===== config.mk =====
export PLATFORM = sky130hd
export DESIGN_NAME = toggle_decoder
export DESIGN_NICKNAME = d
export VERILOG_FILES = /design/src/rtl/toggle_decoder.sv
export SDC_FILE = /design/constraint.sdc
export NUM_CORES = 1
export LEC_CHECK = 0
export BUFFER_PORTS_ARGS = -buffer_cell sky130_fd_sc_hd__buf_2
export CELL_PAD_IN_SITES_DETAIL_PLACEMENT = 2
export CELL_PAD_IN_SITES_GLOBAL_PLACEMENT = 2
export CORE_MARGIN = 3
export CORE_UTILIZATION = 35
export CTS_BUF_LIST = sky130_fd_sc_hd__clkbuf_8
export DETAILED_ROUTE_END_ITERATION = 10
export PLACE_DENSITY_LB_ADDON = 0.05
export SYNTH_ARGS = -nofsm -noshare
export SYNTH_HDL_FRONTEND = slang
export SYNTH_SLANG_ARGS = --single-unit

===== constraint.sdc =====
create_clock -name clock -period 4 [get_ports clock]
set_input_delay 0.8 -clock clock [delete_from_list [all_inputs] [get_ports clock]]
set_output_delay 0.8 -clock clock [all_outputs]
set_load 0.1 [all_outputs]

===== src/rtl/toggle_decoder.sv =====
// Toggle-line event decoder: each level change on Q_in becomes one pending event.
// Define TOGGLE_DECODER_SYNC_EN to add a two-flop falling-edge synchronizer on Q_in.
module toggle_decoder #(
    parameter int CNT_W = 4
) (
    input  logic             clock,
    input  logic             reset,
    input  logic             Q_in,
    input  logic             read,
    input  logic             clear,
    output logic             event_pulse,
    output logic             valid,
    output logic [CNT_W-1:0] pending,
    output logic             overflow
);

    typedef enum logic {
        INIT,
        RUN
    } state_t;

    localparam logic [CNT_W-1:0] CNT_ONE = CNT_W'(1);
    localparam logic [CNT_W-1:0] CNT_MAX = '1;

    state_t           state;
    logic             ref_q;
    logic             q_det;
    logic             init_go;
    logic             toggle;
    logic             take;
    logic [CNT_W-1:0] pend_next;
    logic             ovf_next;

`ifdef TOGGLE_DECODER_SYNC_EN
    logic       sync1;
    logic       sync2;
    logic [1:0] warm;

    always_ff @(negedge clock or posedge reset) begin
        if (reset) begin
            sync1 <= 1'b0;
            sync2 <= 1'b0;
        end else begin
            sync1 <= Q_in;
            sync2 <= sync1;
        end
    end

    // INIT waits until the synchronizer holds a real sample before capturing ref.
    always_ff @(negedge clock or posedge reset) begin
        if (reset) begin
            warm <= 2'd0;
        end else if (state == INIT && warm != 2'd2) begin
            warm <= warm + 2'd1;
        end
    end

    assign q_det   = sync2;
    assign init_go = (warm == 2'd2);
`else
    assign q_det   = Q_in;
    assign init_go = 1'b1;
`endif

    assign toggle = (state == RUN) && (q_det != ref_q);
    assign take   = read && valid && !clear;

    // Saturating pending counter; a toggle lost at saturation sets the sticky overflow.
    always_comb begin
        pend_next = pending;
        ovf_next  = overflow;
        if (clear) begin
            pend_next = toggle ? CNT_ONE : '0;
            ovf_next  = 1'b0;
        end else if (toggle && !take) begin
            if (pending == CNT_MAX) begin
                ovf_next = 1'b1;
            end else begin
                pend_next = pending + CNT_ONE;
            end
        end else if (!toggle && take) begin
            pend_next = pending - CNT_ONE;
        end
    end

    always_ff @(negedge clock or posedge reset) begin
        if (reset) begin
            state       <= INIT;
            ref_q       <= 1'b0;
            event_pulse <= 1'b0;
            pending     <= '0;
            valid       <= 1'b0;
            overflow    <= 1'b0;
        end else begin
            pending     <= pend_next;
            valid       <= (pend_next != '0);
            overflow    <= ovf_next;
            event_pulse <= toggle;
            case (state)
                INIT: begin
                    if (init_go) begin
                        ref_q <= q_det;
                        state <= RUN;
                    end
                end
                RUN: begin
                    if (toggle) begin
                        ref_q <= q_det;
                    end
                end
                default: state <= INIT;
            endcase
        end
    end

endmodule

# ---- Word-level counts from Yosys, hierarchy flattened
# Cells that the tools add are included.
dict set report classes {
  addsub 2
  eq_ne 3
  n_mux 10
  n_bitwise 1
  n_reduce_logical 12
}
# cell n
set op_table {}
lappend op_table {{$mux W4} 4}
lappend op_table {{$logic_and A1 B1 Y1} 5}
lappend op_table {{$mux W1} 5}
lappend op_table {{$add A4 B1 Y4 const B} 1}
lappend op_table {{$eq A4 B4 Y1 const B} 1}
lappend op_table {{$reduce_bool A2 Y1} 2}
lappend op_table {{$reduce_bool A4 Y1} 1}
lappend op_table {{$sub A4 B1 Y4 const B} 1}
lappend op_table {{$logic_not A1 Y1} 3}
lappend op_table {{$ne A2 B1 Y1 const B} 1}
lappend op_table {{$pmux W1 S2} 1}
lappend op_table {{$reduce_and A2 Y1} 1}
lappend op_table {{$ne A1 B1 Y1} 1}
lappend op_table {{$not A1 Y1} 1}
dict set report word_totals {
  ff_bits 9
  inputBits 5
  output_inout_bits 7
  elab_cells 34
}

# ---- Longest topological paths before layout
# Gate-level depths: netlist of the first run.
dict set report depth {
  ltp_word 8
  depth_mapped 6
  mapped_depth_nobuf 6
}

==> results of run 1 <==
-- cell families (layout without fill, tap and decap cells) --
| logic type | Yosys count | after routing | share of synthesized area |
|---|---|---|---|
| fa+ha+maj | 2 | 2 | 0.0484 |
| compound gates | 16 | 16 | 0.228 |
| xor+xnor | 3 | 3 | 0.0654 |
| other cells | 1 | 1 | 0.00726 |
| simple gates | 13 | 13 | 0.140 |
| flops | 9 | 9 | 0.436 |
| buf+inv | 8 | 26 | 0.0750 |
-- worst max-delay path: stages --
cell,delay (ns)
sky130_fd_sc_hd__buf_2,0.14
sky130_fd_sc_hd__nand2_8,0.09
sky130_fd_sc_hd__o21ai_4,0.19
sky130_fd_sc_hd__xnor2_1,0.08
sky130_fd_sc_hd__o31a_1,0.32
sky130_fd_sc_hd__or4_4,0.53
-- synthesized netlist by cell type --
| cell | count | share of area |
|---|---|---|
| sky130_fd_sc_hd__dfrtn_1 | 9 | 0.44 |
| sky130_fd_sc_hd__a31oi_1 | 4 | 0.048 |
| sky130_fd_sc_hd__inv_1 | 4 | 0.029 |
| sky130_fd_sc_hd__a21oi_1 | 2 | 0.019 |
| sky130_fd_sc_hd__and3_1 | 2 | 0.024 |
| sky130_fd_sc_hd__ha_1 | 2 | 0.048 |
| sky130_fd_sc_hd__nand2_1 | 2 | 0.015 |
| sky130_fd_sc_hd__nand3_1 | 2 | 0.019 |
| sky130_fd_sc_hd__nor4_1 | 2 | 0.024 |
| sky130_fd_sc_hd__o2111ai_1 | 2 | 0.034 |
| sky130_fd_sc_hd__xnor2_1 | 2 | 0.034 |
| sky130_fd_sc_hd__a211o_2 | 1 | 0.019 |
| sky130_fd_sc_hd__a211oi_1 | 1 | 0.015 |
| sky130_fd_sc_hd__a21boi_0 | 1 | 0.015 |
| sky130_fd_sc_hd__a221oi_1 | 1 | 0.017 |
| sky130_fd_sc_hd__buf_6 | 1 | 0.022 |
| sky130_fd_sc_hd__clkbuf_1 | 1 | 0.0073 |
| sky130_fd_sc_hd__clkbuf_2 | 1 | 0.0097 |
| sky130_fd_sc_hd__clkinv_1 | 1 | 0.0073 |
| sky130_fd_sc_hd__conb_1 | 1 | 0.0073 |
| sky130_fd_sc_hd__nand2_2 | 1 | 0.012 |
| sky130_fd_sc_hd__nand4_1 | 1 | 0.012 |
| sky130_fd_sc_hd__nor2_1 | 1 | 0.0073 |
| sky130_fd_sc_hd__nor2b_1 | 1 | 0.012 |
| sky130_fd_sc_hd__o21ai_0 | 1 | 0.0097 |
| sky130_fd_sc_hd__o21ai_2 | 1 | 0.017 |
| sky130_fd_sc_hd__o2bb2ai_1 | 1 | 0.017 |
| sky130_fd_sc_hd__o31a_1 | 1 | 0.017 |
| sky130_fd_sc_hd__or4_1 | 1 | 0.015 |
| sky130_fd_sc_hd__xor2_2 | 1 | 0.031 |
-- cell type report --
class | instances | area [µm²] | area share
repair buffers | 17 | 185 | 0.224
multi-input cells | 35 | 335 | 0.405
well taps | 15 | 18.8 | 0.0227
clock buffers | 3 | 41.3 | 0.0498
inverters | 5 | 18.8 | 0.0227
flip-flops and latches | 9 | 225 | 0.272
clock inverters | 1 | 3.75 | 0.00453
-- flip-flops by register name (all words and copies together), names as in the netlist --
register	count
pending	4
event_pulse	1
overflow	1
ref_q	1
state	1
valid	1
-- layer usage --
| metal | vias up | GRT usage |
|---|---|---|
| li1 | 226 | - |
| met1 | 248 | 0.294 |
| met2 | 18 | 0.328 |
| met3 | 4 | 0.0488 |
| met4 | 0 | 0.0904 |
| met5 | - | 0 |
-- power groups by stage --
stage / clock network [W] / registers (W) / logic [W]
2_1_floorplan: 0 / 0.000253 / 0.0000833
3_3_place_gp: 0 / 0.000148 / 0.000287
3_5_place_dp: 0 / 0.000153 / 0.000298
4_1_cts: 0.000106 / 0.000154 / 0.000321
5_1_grt: 0.000112 / 0.000158 / 0.000338
6_report: 0.000101 / 0.000156 / 0.000326
-- metrics by stage --
step                      total power (W)   util  area (µm²)
after floorplan                  0.000337      -         544
after global placement           0.000435  0.526         711
after detailed placement         0.000451  0.526         711
after CTS                        0.000581  0.605         817
after global routing             0.000609  0.614         828
final                            0.000583  0.614         828
-- timing repair --
action,4_1_cts,5_1_grt
hold buffers,0,0
endpoints found under the setup margin,1,1
buffers inserted,0,1
gates resized for setup,13,1
pin swaps,5,4
-- path summary, 6_finish.rpt --
| path | from | endpoint | slack [ns] | cells past startpoint |
|---|---|---|---|---|
| setup / recovery | read | valid | -0.08 | 6 |
| hold / removal | overflow | overflow | 0.55 | 2 |
| setup reg to reg | pending[1] | valid | 1.65 | 6 |
| hold reg to reg | overflow | overflow | 0.55 | 2 |
| max in group asynchronous | reset | overflow | 1.32 | 2 |
| min in group asynchronous | reset | state | 2.40 | 2 |
==> PnR_summary.wiki, run 1 <==
{| class="wikitable"
! Metric !! Value
|-
| Wire length on met2 || approximately 850 µm
|-
| Count of unresolved DRC violations after routing || 0
|-
| ANT nets after route || 0
|-
| Share of total power consumed by net switching || 0.480
|-
| Antenna violations before repair || 0
|-
| Max capacitance violation total || 0
|-
| First-pass GRT wire length || 2930 µm
|-
| Number of buffers created by CTS || 3
|-
| Final-report hold violation count || 0
|-
| Count of buffers from port buffering || 11
|-
| Via total after detailed routing || about 500
|-
| Final setup violation count || 1
|-
| Routability-driven placement congestion ratio || 0.859
|-
| Maximum number of buffers from clock root to sink || 2
|-
| Cell internal power dissipation || roughly 0.00030 W
|-
| Hold Worst Slack || 0.546 ns
|-
| Overall routed net length || approximately 1800 µm
|-
| Worst setup path category || in -> reg
|-
| CP startpoint kind || primary input
|-
| Syn-to-layout area delta || 60.3%
|-
| Failing checks || setup timing
|-
| Sink count of the clock tree || 9
|-
| Commonest non-fill, non-tap cells in the layout || sky130_fd_sc_hd__dfrtn_1 (9), sky130_fd_sc_hd__buf_4 (6), sky130_fd_sc_hd__inv_1 (5), sky130_fd_sc_hd__buf_2 (5), sky130_fd_sc_hd__buf_12 (5)
|-
| Starting Density || 0.383
|-
| # H-tree levels || 1
|-
| Setup TNS || -0.0823 ns
|-
| Die X-Extent || 44.4 µm
|-
| Setup slack after placement || -0.340 ns
|-
| Router iterations before antenna repair || 4
|-
| Number of register bits inferred by synthesis || 9
|-
| Switching power || roughly 0.00028 W
|-
| Share of power burned in the clock network || 0.174
|-
| Std-Cell Core Area || 1350 µm²
|-
| Unrepaired setup endpoints after global routing || yes
|-
| Critical Path Sink Type || register
|-
| Worst IR drop on VDD || roughly 440 µV
|-
| Result of the run || finished with violations
|-
| Endpoint required time on the critical path || 2.08 ns
|-
| Clk_lat worst skew || roughly 0.25 ns
|-
| Metal3 WL || between 60 and 70 µm
|-
| Antenna cells || 0
|-
| Final std cells w/o fill || between 80 and 90
|-
| Final HPWL from detailed placement || 1220 µm
|-
| Die Area || around 2000 µm²
|-
| Fraction of final layout cells sized beyond drive strength 1 || 0.471
|-
| Worst EP arrival || 2.16 ns
|-
| Setup ws final || -0.0823 ns
|-
| Min-Delay Path Class || reg -> reg
|-
| Number of top-level pins || 12
|-
| Post-synthesis cell area || 517 µm²
|-
| Total number of placement rows || 13
|-
| Share of power burned in combinational logic || 0.559
|-
| Number of fill cells || around 140
|-
| CTS tree || built
|-
| Clock transition at the registers of the reported paths || 0.03 ns
|-
| Post-route met1 wirelength || between 800 and 900 µm
|-
| Unique cell type count in the Yosys netlist || 30
|-
| Highest metal used || met4
|-
| Number of nets in the final layout || 78
|-
| Static Leak || 0.368 nW
|-
| Clock tree skew after final layout || around 0.0033 ns
|-
| Vias/cell || about 5.8
|-
| Total global routing overflow || 0
|-
| Maximum number of pins on one net before global-route repair || 10
|-
| Post-Syn Instances || 52
|-
| Synthesized Nets || 59
|-
| Vias in the first global route || ~540
|-
| Fraction of the yosys area taken by sequential cells || 0.436
|-
| Total routing usage reported by global routing || 0.216
|-
| Power Density || between 700 and 800 nW/µm²
|-
| Max Slew Vio Count || 0
|-
| Post-synthesis average cell area || just under 10 µm²
|-
| Final routed wire length divided by cell count || 21.0 µm
|-
| Yosys warning count || 0
|-
| Root buffer cell || sky130_fd_sc_hd__clkbuf_8
|-
| Violation count after the first detailed-route iteration || 9
|-
| Crit-path max FO || 9
|-
| Most common cell after layout, fill and taps aside || sky130_fd_sc_hd__dfrtn_1
|-
| Sequential cell fraction of total power || 0.267
|-
| Cell Count Post-Placement || 80
|-
| Height of the die || approximately 44 µm
|}
(Power assumes the default switching activity.)
==> run 2, diff against run 1 <==
- CORE_UTILIZATION: 35 -> 32
- clock period: 4 -> 4.09 ns (I/O delays scaled with it)
==> run 2 against run 1 <==
  * The run still ends with setup timing left
  * Combinational power shrank 3%
  * Non-clock buffer count decreased by 1
  * Critical path depth up 1
  * Design area fell by 1.5%
  * Setup slack better by 0.039 ns
  * Critical path type unchanged
==> PnR_summary.wiki, run 2 (synthesized netlist as in run 1, its figures left out) <==
{| class="wikitable"
! Metric !! Value
|-
| Result of the run || finished with violations
|-
| Failing checks || setup timing
|-
| Cell internal power dissipation || 0.000290 W (-4.4%)
|-
| Count of buffers from port buffering || 11 (unchanged)
|-
| Most common cell after layout, fill and taps aside || sky130_fd_sc_hd__dfrtn_1
|-
| Endpoint required time on the critical path || 2.11 ns (+0.03 ns)
|-
| Delay-heaviest family, CP || simple AND/OR/NAND/NOR gates
|-
| Crit-path max FO || 7 (-2)
|-
| Root buffer cell || sky130_fd_sc_hd__clkbuf_8
|-
| Via total after detailed routing || 487 (-1.8%)
|-
| Share of total power consumed by net switching || 0.485 (+0.00524)
|-
| Routability-driven placement congestion ratio || 0.820 (-4.5%)
|-
| Reg-to-reg slack, setup || 1.86 ns (+0.21 ns)
|-
| Worst hold path endpoint || overflow
|-
| Capture instance of the worst register-to-register path || valid
|-
| Commonest non-fill, non-tap cells in the layout || sky130_fd_sc_hd__dfrtn_1 (9), sky130_fd_sc_hd__buf_4 (6), sky130_fd_sc_hd__inv_1 (5), sky130_fd_sc_hd__buf_12 (5), sky130_fd_sc_hd__buf_2 (4)
|-
| Antenna cells || 0 (unchanged)
|-
| Number of hold-repair buffers added at the cts stage || 0 (unchanged)
|-
| Sequential cell fraction of total power || 0.266 (about the same)
|-
| Maximum number of pins on one net before global-route repair || 10 (unchanged)
|-
| ANT nets after route || 0 (unchanged)
|-
| Switching power || 0.000273 W (-2.3%)
|-
| Max Slew Vio Count || 0 (unchanged)
|-
| Number of top-level pins || 12 (unchanged)
|-
| Setup TNS || -0.0432 ns (+0.0392 ns)
|-
| Die X-Extent || 46.2 µm (+4.0%)
|-
| Flip-flop count of the largest register after layout || 4 (unchanged)
|-
| Syn-to-layout area delta || 57.9%
|-
| Number of fill cells || 133 (-1.5%)
|-
| CTS tree || built
|-
| Final setup violation count || 1 (unchanged)
|-
| Cell Chain, Critical Path || buf_6 -> xor2_4 -> nand2_4 -> clkinv_1 -> o2111ai_1 -> a31oi_1 -> or4_1
|-
| First-pass GRT wire length || 2510 µm (-14%)
|-
| Static Leak || 0.362 nW (-1.7%)
|-
| Fraction of final layout cells sized beyond drive strength 1 || 0.420 (-0.0511)
|-
| Final routed wire length divided by cell count || 21.5 µm (+2.6%)
|-
| Total global routing overflow || 0 (unchanged)
|-
| Overall routed net length || 1810 µm (+1.4%)
|-
| Vias/cell || 5.80 (-0.65%)
|-
| Maximum number of buffers from clock root to sink || 2 (unchanged)
|-
| Worst EP arrival || 2.16 ns (about the same)
|-
| Worst setup path category || in -> reg
|-
| Starting Density || 0.369 (-0.0134)
|-
| Number of buffers created by CTS || 3 (unchanged)
|-
| Setup ws final || -0.0432 ns (+0.0392 ns)
|-
| # H-tree levels || 1 (unchanged)
|-
| Clock tree skew after final layout || 0.00158 ns (-0.00175 ns)
|-
| Height of the die || 46.2 µm (+4.0%)
|-
| R2r worst-path depth || 6 (unchanged)
|-
| Clk_lat worst skew || 0.25 ns (about the same)
|-
| Max stage delay on crit path || 0.51 ns (-0.02 ns)
|-
| Violation count after the first detailed-route iteration || 5 (-4)
|-
| Share of power burned in combinational logic || 0.560 (about the same)
|-
| Worst Hold Launch || overflow
|-
| Sink count of the clock tree || 9 (unchanged)
|-
| Die Area || 2130 µm² (+8.1%)
|-
| Critical Path Sink Type || register
|-
| Clock transition at the registers of the reported paths || 0.03 ns (about the same)
|-
| Count of unresolved DRC violations after routing || 0 (unchanged)
|-
| Vias in the first global route || 542 (+1.1%)
|-
| Share of power burned in the clock network || 0.174 (about the same)
|-
| Launching point of the worst reg2reg path || pending[1]
|-
| Crit path buffers/inverters || 2 (+1)
|-
| Final-report hold violation count || 0 (unchanged)
|-
| Power Density || 691 nW/µm² (-1.9%)
|-
| Final HPWL from detailed placement || 1240 µm (+1.6%)
|-
| Register with the most flip-flops || pending
|-
| Total number of placement rows || 13 (unchanged)
|-
| Router iterations before antenna repair || 4 (unchanged)
|-
| Min-Delay Path Class || reg -> reg
|-
| Total routing usage reported by global routing || 0.177 (-0.0384)
|-
| Antenna violations before repair || 0 (unchanged)
|-
| Worst IR drop on VDD || 357 µV (-20%)
|-
| Critical Path Slowest Stage Cell || sky130_fd_sc_hd__or4_1
|-
| Number of nets in the final layout || 77 (-1.3%)
|-
| Setup slack after placement || -0.294 ns (+0.0458 ns)
|-
| Max capacitance violation total || 0 (unchanged)
|-
| CP startpoint kind || primary input
|-
| Hold Crit Depth || 2 (unchanged)
|-
| Std-Cell Core Area || 1400 µm² (+3.6%)
|}
[run 2: cell count changes in the layout (fill, tap and decap cells not counted)]
cell                       before  now
sky130_fd_sc_hd__a211oi_1       1    0
sky130_fd_sc_hd__a21boi_1       0    1
sky130_fd_sc_hd__nor4_1         0    2
sky130_fd_sc_hd__a21boi_2       1    0
sky130_fd_sc_hd__nor4_2         2    0
sky130_fd_sc_hd__a211oi_2       0    1
sky130_fd_sc_hd__buf_8          1    0
sky130_fd_sc_hd__buf_6          0    1
sky130_fd_sc_hd__a221oi_2       1    0
sky130_fd_sc_hd__or4_1          0    1
sky130_fd_sc_hd__a221oi_4       0    1
sky130_fd_sc_hd__buf_2          5    4
sky130_fd_sc_hd__or4_4          1    0
[run 2: worst max-delay path by stage]
stage	startpoint	endpoint	slack, ns	cells after the start
floorplan	read	valid	-0.05	6
global placement	Q_in	valid	-0.22	6
detailed placement	Q_in	valid	-0.29	6
CTS	Q_in	valid	0.006	7
global route	Q_in	valid	-0.12	7
finish	Q_in	valid	-0.04	7
[run 2: layout make-up]
type	instances	area, µm²	share of cell area
Clock inverter	1	3.75	0.00460
Timing Repair Buffer	16	176	0.216
Multi-Input combinational cell	35	332	0.406
Sequential cell	9	225	0.276
Tap cell	15	18.8	0.0230
Clock buffer	3	41.3	0.0506
Inverter	5	18.8	0.0230
[run 2: power by group through the flow]
stage	registers (W)	logic, W	clock network, W
2_1_floorplan	0.000248	0.0000814	0
4_1_cts	0.000148	0.000291	0.000103
6_report	0.000150	0.000316	0.0000982
3_3_place_gp	0.000147	0.000281	0
3_5_place_dp	0.000148	0.000287	0
5_1_grt	0.000153	0.000328	0.000107
[run 2: per-stage QoR]
step	util	total power, W	std cells	area (µm²)	hold WS, ns
CTS	0.542	0.000542	83	758	0.472
global placement	0.503	0.000428	79	703	0.436
detailed placement	0.503	0.000435	79	703	0.472
floorplan	-	0.000329	52	544	0.533
global route	0.583	0.000588	84	816	0.475
finish	0.583	0.000564	84	816	0.447
[run 2: what timing repair did]
item | 4_1_cts | 5_1_grt
buffers inserted | 0 | 1
cloned | 0 | 0
endpoints found under the setup margin | 1 | 1
gates resized for setup | 2 | 10
pin swaps | 2 | 5
[run 2: tightest hold or removal path: stages (launching register included)]
cell and delay, ns:
sky130_fd_sc_hd__dfrtn_1 0.40, sky130_fd_sc_hd__a31oi_1 0.04, sky130_fd_sc_hd__nor2_1 0.07
[run 2: metal layers]
metal  share of wire  GRT usage  routed length, µm  up-vias
li1                -          -                  -      226
met1            0.45      0.210                820      245
met2            0.51      0.302                924       14
met3           0.032     0.0352                 58        2
met4          0.0028     0.0852                  5        0
met5               0          0                  0        -
==> run 3, diff against run 2 <==
--- a/config.mk
+++ b/config.mk
@@ -10,3 +10,3 @@
 export CELL_PAD_IN_SITES_GLOBAL_PLACEMENT = 2
-export CORE_MARGIN = 3
+export CORE_MARGIN = 10
 export CORE_UTILIZATION = 32
==> constraint.sdc (replaced) <==
create_clock -name clock -period 4.09 [get_ports clock]
set_input_delay 0.2045 -clock clock [delete_from_list [all_inputs] [get_ports clock]]
set_output_delay 0.2045 -clock clock [all_outputs]
set_load 0.1 [all_outputs]
==> run 3 against run 2 <==
  * The run now ends clean
  * Count of clock-buffer cells in the layout unchanged
  * Sequential power decreased by 12%
  * Clock power decreased by 3.3%
  * Global-route usage decreased by 9.4 points
  * Die area increased by 70%
  * Sequential share of layout area increased by 8.9 points
  * Highest routed layer unchanged
  * Largest power group unchanged
  * Via count decreased by 8.8%
  * First-iteration DRC count decreased by 20%
  * Sequential cell count unchanged
==> PnR_summary.wiki, run 3 (synthesized netlist as in run 1, its figures left out) <==
{| class="wikitable"
! Metric !! Value
|-
| Routability-driven placement congestion ratio || 0.736 (-10%)
|-
| Count of buffers from port buffering || 11 (unchanged)
|-
| Antenna cells || 0 (unchanged)
|-
| Final std cells w/o fill || 80 (-4.8%)
|-
| Crit-path max FO || 11 (+4)
|-
| Maximum number of buffers from clock root to sink || 2 (unchanged)
|-
| Unrepaired setup endpoints after global routing || no
|-
| Reg-to-reg slack, setup || 2.02 ns (+0.16 ns)
|-
| Commonest non-fill, non-tap cells in the layout || sky130_fd_sc_hd__buf_2 (11), sky130_fd_sc_hd__dfrtn_1 (9), sky130_fd_sc_hd__inv_1 (5)
|-
| Total number of placement rows || 14 (+1)
|-
| Pwr Total || 0.000452 W (-20%)
|-
| Layout Cell Area excl Fill || 617 µm² (-24%)
|-
| CP startpoint kind || primary input
|-
| Number of hold-repair buffers added at the cts stage || 0 (unchanged)
|-
| Overall routed net length || 1400 µm (-23%)
|-
| Static Leak || 0.299 nW (-17%)
|-
| Flip-flop count of the largest register after layout || 4 (unchanged)
|-
| Violation count after the first detailed-route iteration || 4 (-1)
|-
| Worst Hold Launch || overflow
|-
| Root buffer cell || sky130_fd_sc_hd__clkbuf_8
|-
| Hold Worst Slack || 0.493 ns (+0.0458 ns)
|-
| Cell area after placement || 572 µm² (-19%)
|-
| Number of buffers created by CTS || 3 (unchanged)
|-
| First-pass GRT wire length || 2310 µm (-8.0%)
|-
| Sink count of the clock tree || 9 (unchanged)
|-
| Number of top-level pins || 12 (unchanged)
|-
| Router iterations before antenna repair || 3 (-1)
|-
| Count of unresolved DRC violations after routing || 0 (unchanged)
|-
| CTS tree || built
|-
| Die X-Extent || 60.2 µm (+30%)
|-
| Height of the die || 60.2 µm (+30%)
|-
| Cell Count Post-Placement || 76 (-3.8%)
|-
| Starting Density || 0.339 (-0.0303)
|-
| ANT nets after route || 0 (unchanged)
|-
| Register with the most flip-flops || pending
|-
| Launching point of the worst reg2reg path || pending[1]
|-
| Maximum number of pins on one net before global-route repair || 12 (+2)
|-
| Worst hold path endpoint || overflow
|-
| Capture instance of the worst register-to-register path || valid
|-
| Number of buffers inserted by post-CTS setup repair || 0 (unchanged)
|-
| Final routed wire length divided by cell count || 17.5 µm (-19%)
|-
| Std-Cell Core Area || 1520 µm² (+8.9%)
|-
| R2r worst-path depth || 6 (unchanged)
|-
| # H-tree levels || 1 (unchanged)
|-
| Total routing usage reported by global routing || 0.0831 (-0.0943)
|-
| Critical Path Sink Type || register
|-
| Number of nets in the final layout || 72 (-6.5%)
|-
| Hold Crit Depth || 2 (unchanged)
|-
| Endpoint required time on the critical path || 2.11 ns (about the same)
|-
| Final setup violation count || 0 (-1)
|-
| Power Density || 733 nW/µm² (+6.1%)
|-
| Antenna violations before repair || 0 (unchanged)
|-
| Via total after detailed routing || 444 (-8.8%)
|-
| Number of fill cells || 169 (+27%)
|-
| Clock tree skew after final layout || 0.00100 ns (-0.000576 ns)
|-
| Max capacitance violation total || 0 (unchanged)
|-
| Worst IR drop on VDD || 317 µV (-11%)
|-
| Result of the run || finished, final reports clean
|-
| Max Slew Vio Count || 0 (unchanged)
|-
| Fraction of final layout cells sized beyond drive strength 1 || 0.281 (-0.139)
|-
| Syn-to-layout area delta || 19.4%
|-
| Vias/cell || 5.55 (-4.3%)
|-
| Final HPWL from detailed placement || 1140 µm (-8.3%)
|-
| Most common cell after layout, fill and taps aside || sky130_fd_sc_hd__buf_2
|-
| Worst setup path category || in -> reg
|-
| Min-Delay Path Class || reg -> reg
|-
| Vias in the first global route || 485 (-11%)
|-
| Gates resized, CTS repair || 0 (-2)
|-
| Total global routing overflow || 0 (unchanged)
|-
| Setup TNS || 0 ns (+0.0432 ns)
|-
| Worst EP arrival || 1.64 ns (-0.52 ns)
|-
| Die Area || 3620 µm² (+70%)
|-
| Final-report hold violation count || 0 (unchanged)
|-
| Clk_lat worst skew || 0.25 ns (about the same)
|-
| Clock transition at the registers of the reported paths || 0.03 ns (about the same)
|}
run 3: cell types whose count changed in the layout (fill, tap and decap cells not counted), sizes merged:
cell,before,now
buf,16,11
run 3: where the power goes:
group / leakage, nW / internal [W] / total [W] / switching (W)
sequential: 0.114 / 0.000108 / 0.000132 / 0.0000240
combinational: 0.159 / 0.0000492 / 0.000225 / 0.000176
clock: 0.0269 / 0.0000649 / 0.0000950 / 0.0000301
total: 0.299 / 0.000222 / 0.000452 / 0.000230
run 3: critical path: stages:
cell and delay (ns):
sky130_fd_sc_hd__buf_2 0.09, sky130_fd_sc_hd__nand2_1 0.24, sky130_fd_sc_hd__nor4_1 0.31, sky130_fd_sc_hd__and3_1 0.20, sky130_fd_sc_hd__nor4_1 0.07, sky130_fd_sc_hd__or4_1 0.53
run 3: how the worst max path moves through the flow:
| stage | slack (ns) | start | to |
|---|---|---|---|
| 2_1_floorplan | 0.50 | read | valid |
| 3_3_place_gp | 0.31 | read | valid |
| 3_5_place_dp | 0.22 | read | valid |
| 4_1_cts | 0.45 | read | valid |
| 5_1_grt | 0.40 | read | valid |
| 6_report | 0.47 | read | valid |
run 3: metrics by stage:
step                      worst slack (ns)   util
after CTS                            0.454  0.405
after detailed placement             0.222  0.375
final                                0.470  0.405
after global placement               0.309  0.375
after global routing                 0.396  0.405
after floorplan                      0.497      -
run 3: cell type report:
type,count,area (µm²),share of cell area
multi-input cells,35,253,0.410
inverters,5,18.8,0.0304
repair buffers,11,55.1,0.0892
flip-flops and latches,9,225,0.365
clock buffers,3,41.3,0.0669
well taps,16,20.0,0.0325
clock inverters,1,3.75,0.00609
run 3: routing by layer:
| metal | wire (µm) | vias up | global-route usage |
|---|---|---|---|
| li1 | - | 211 | - |
| met1 | 598 | 222 | 0.0950 |
| met2 | 720 | 8 | 0.141 |
| met3 | 54 | 3 | 0.0191 |
| met4 | 22 | 0 | 0.0385 |
| met5 | 0 | - | 0 |
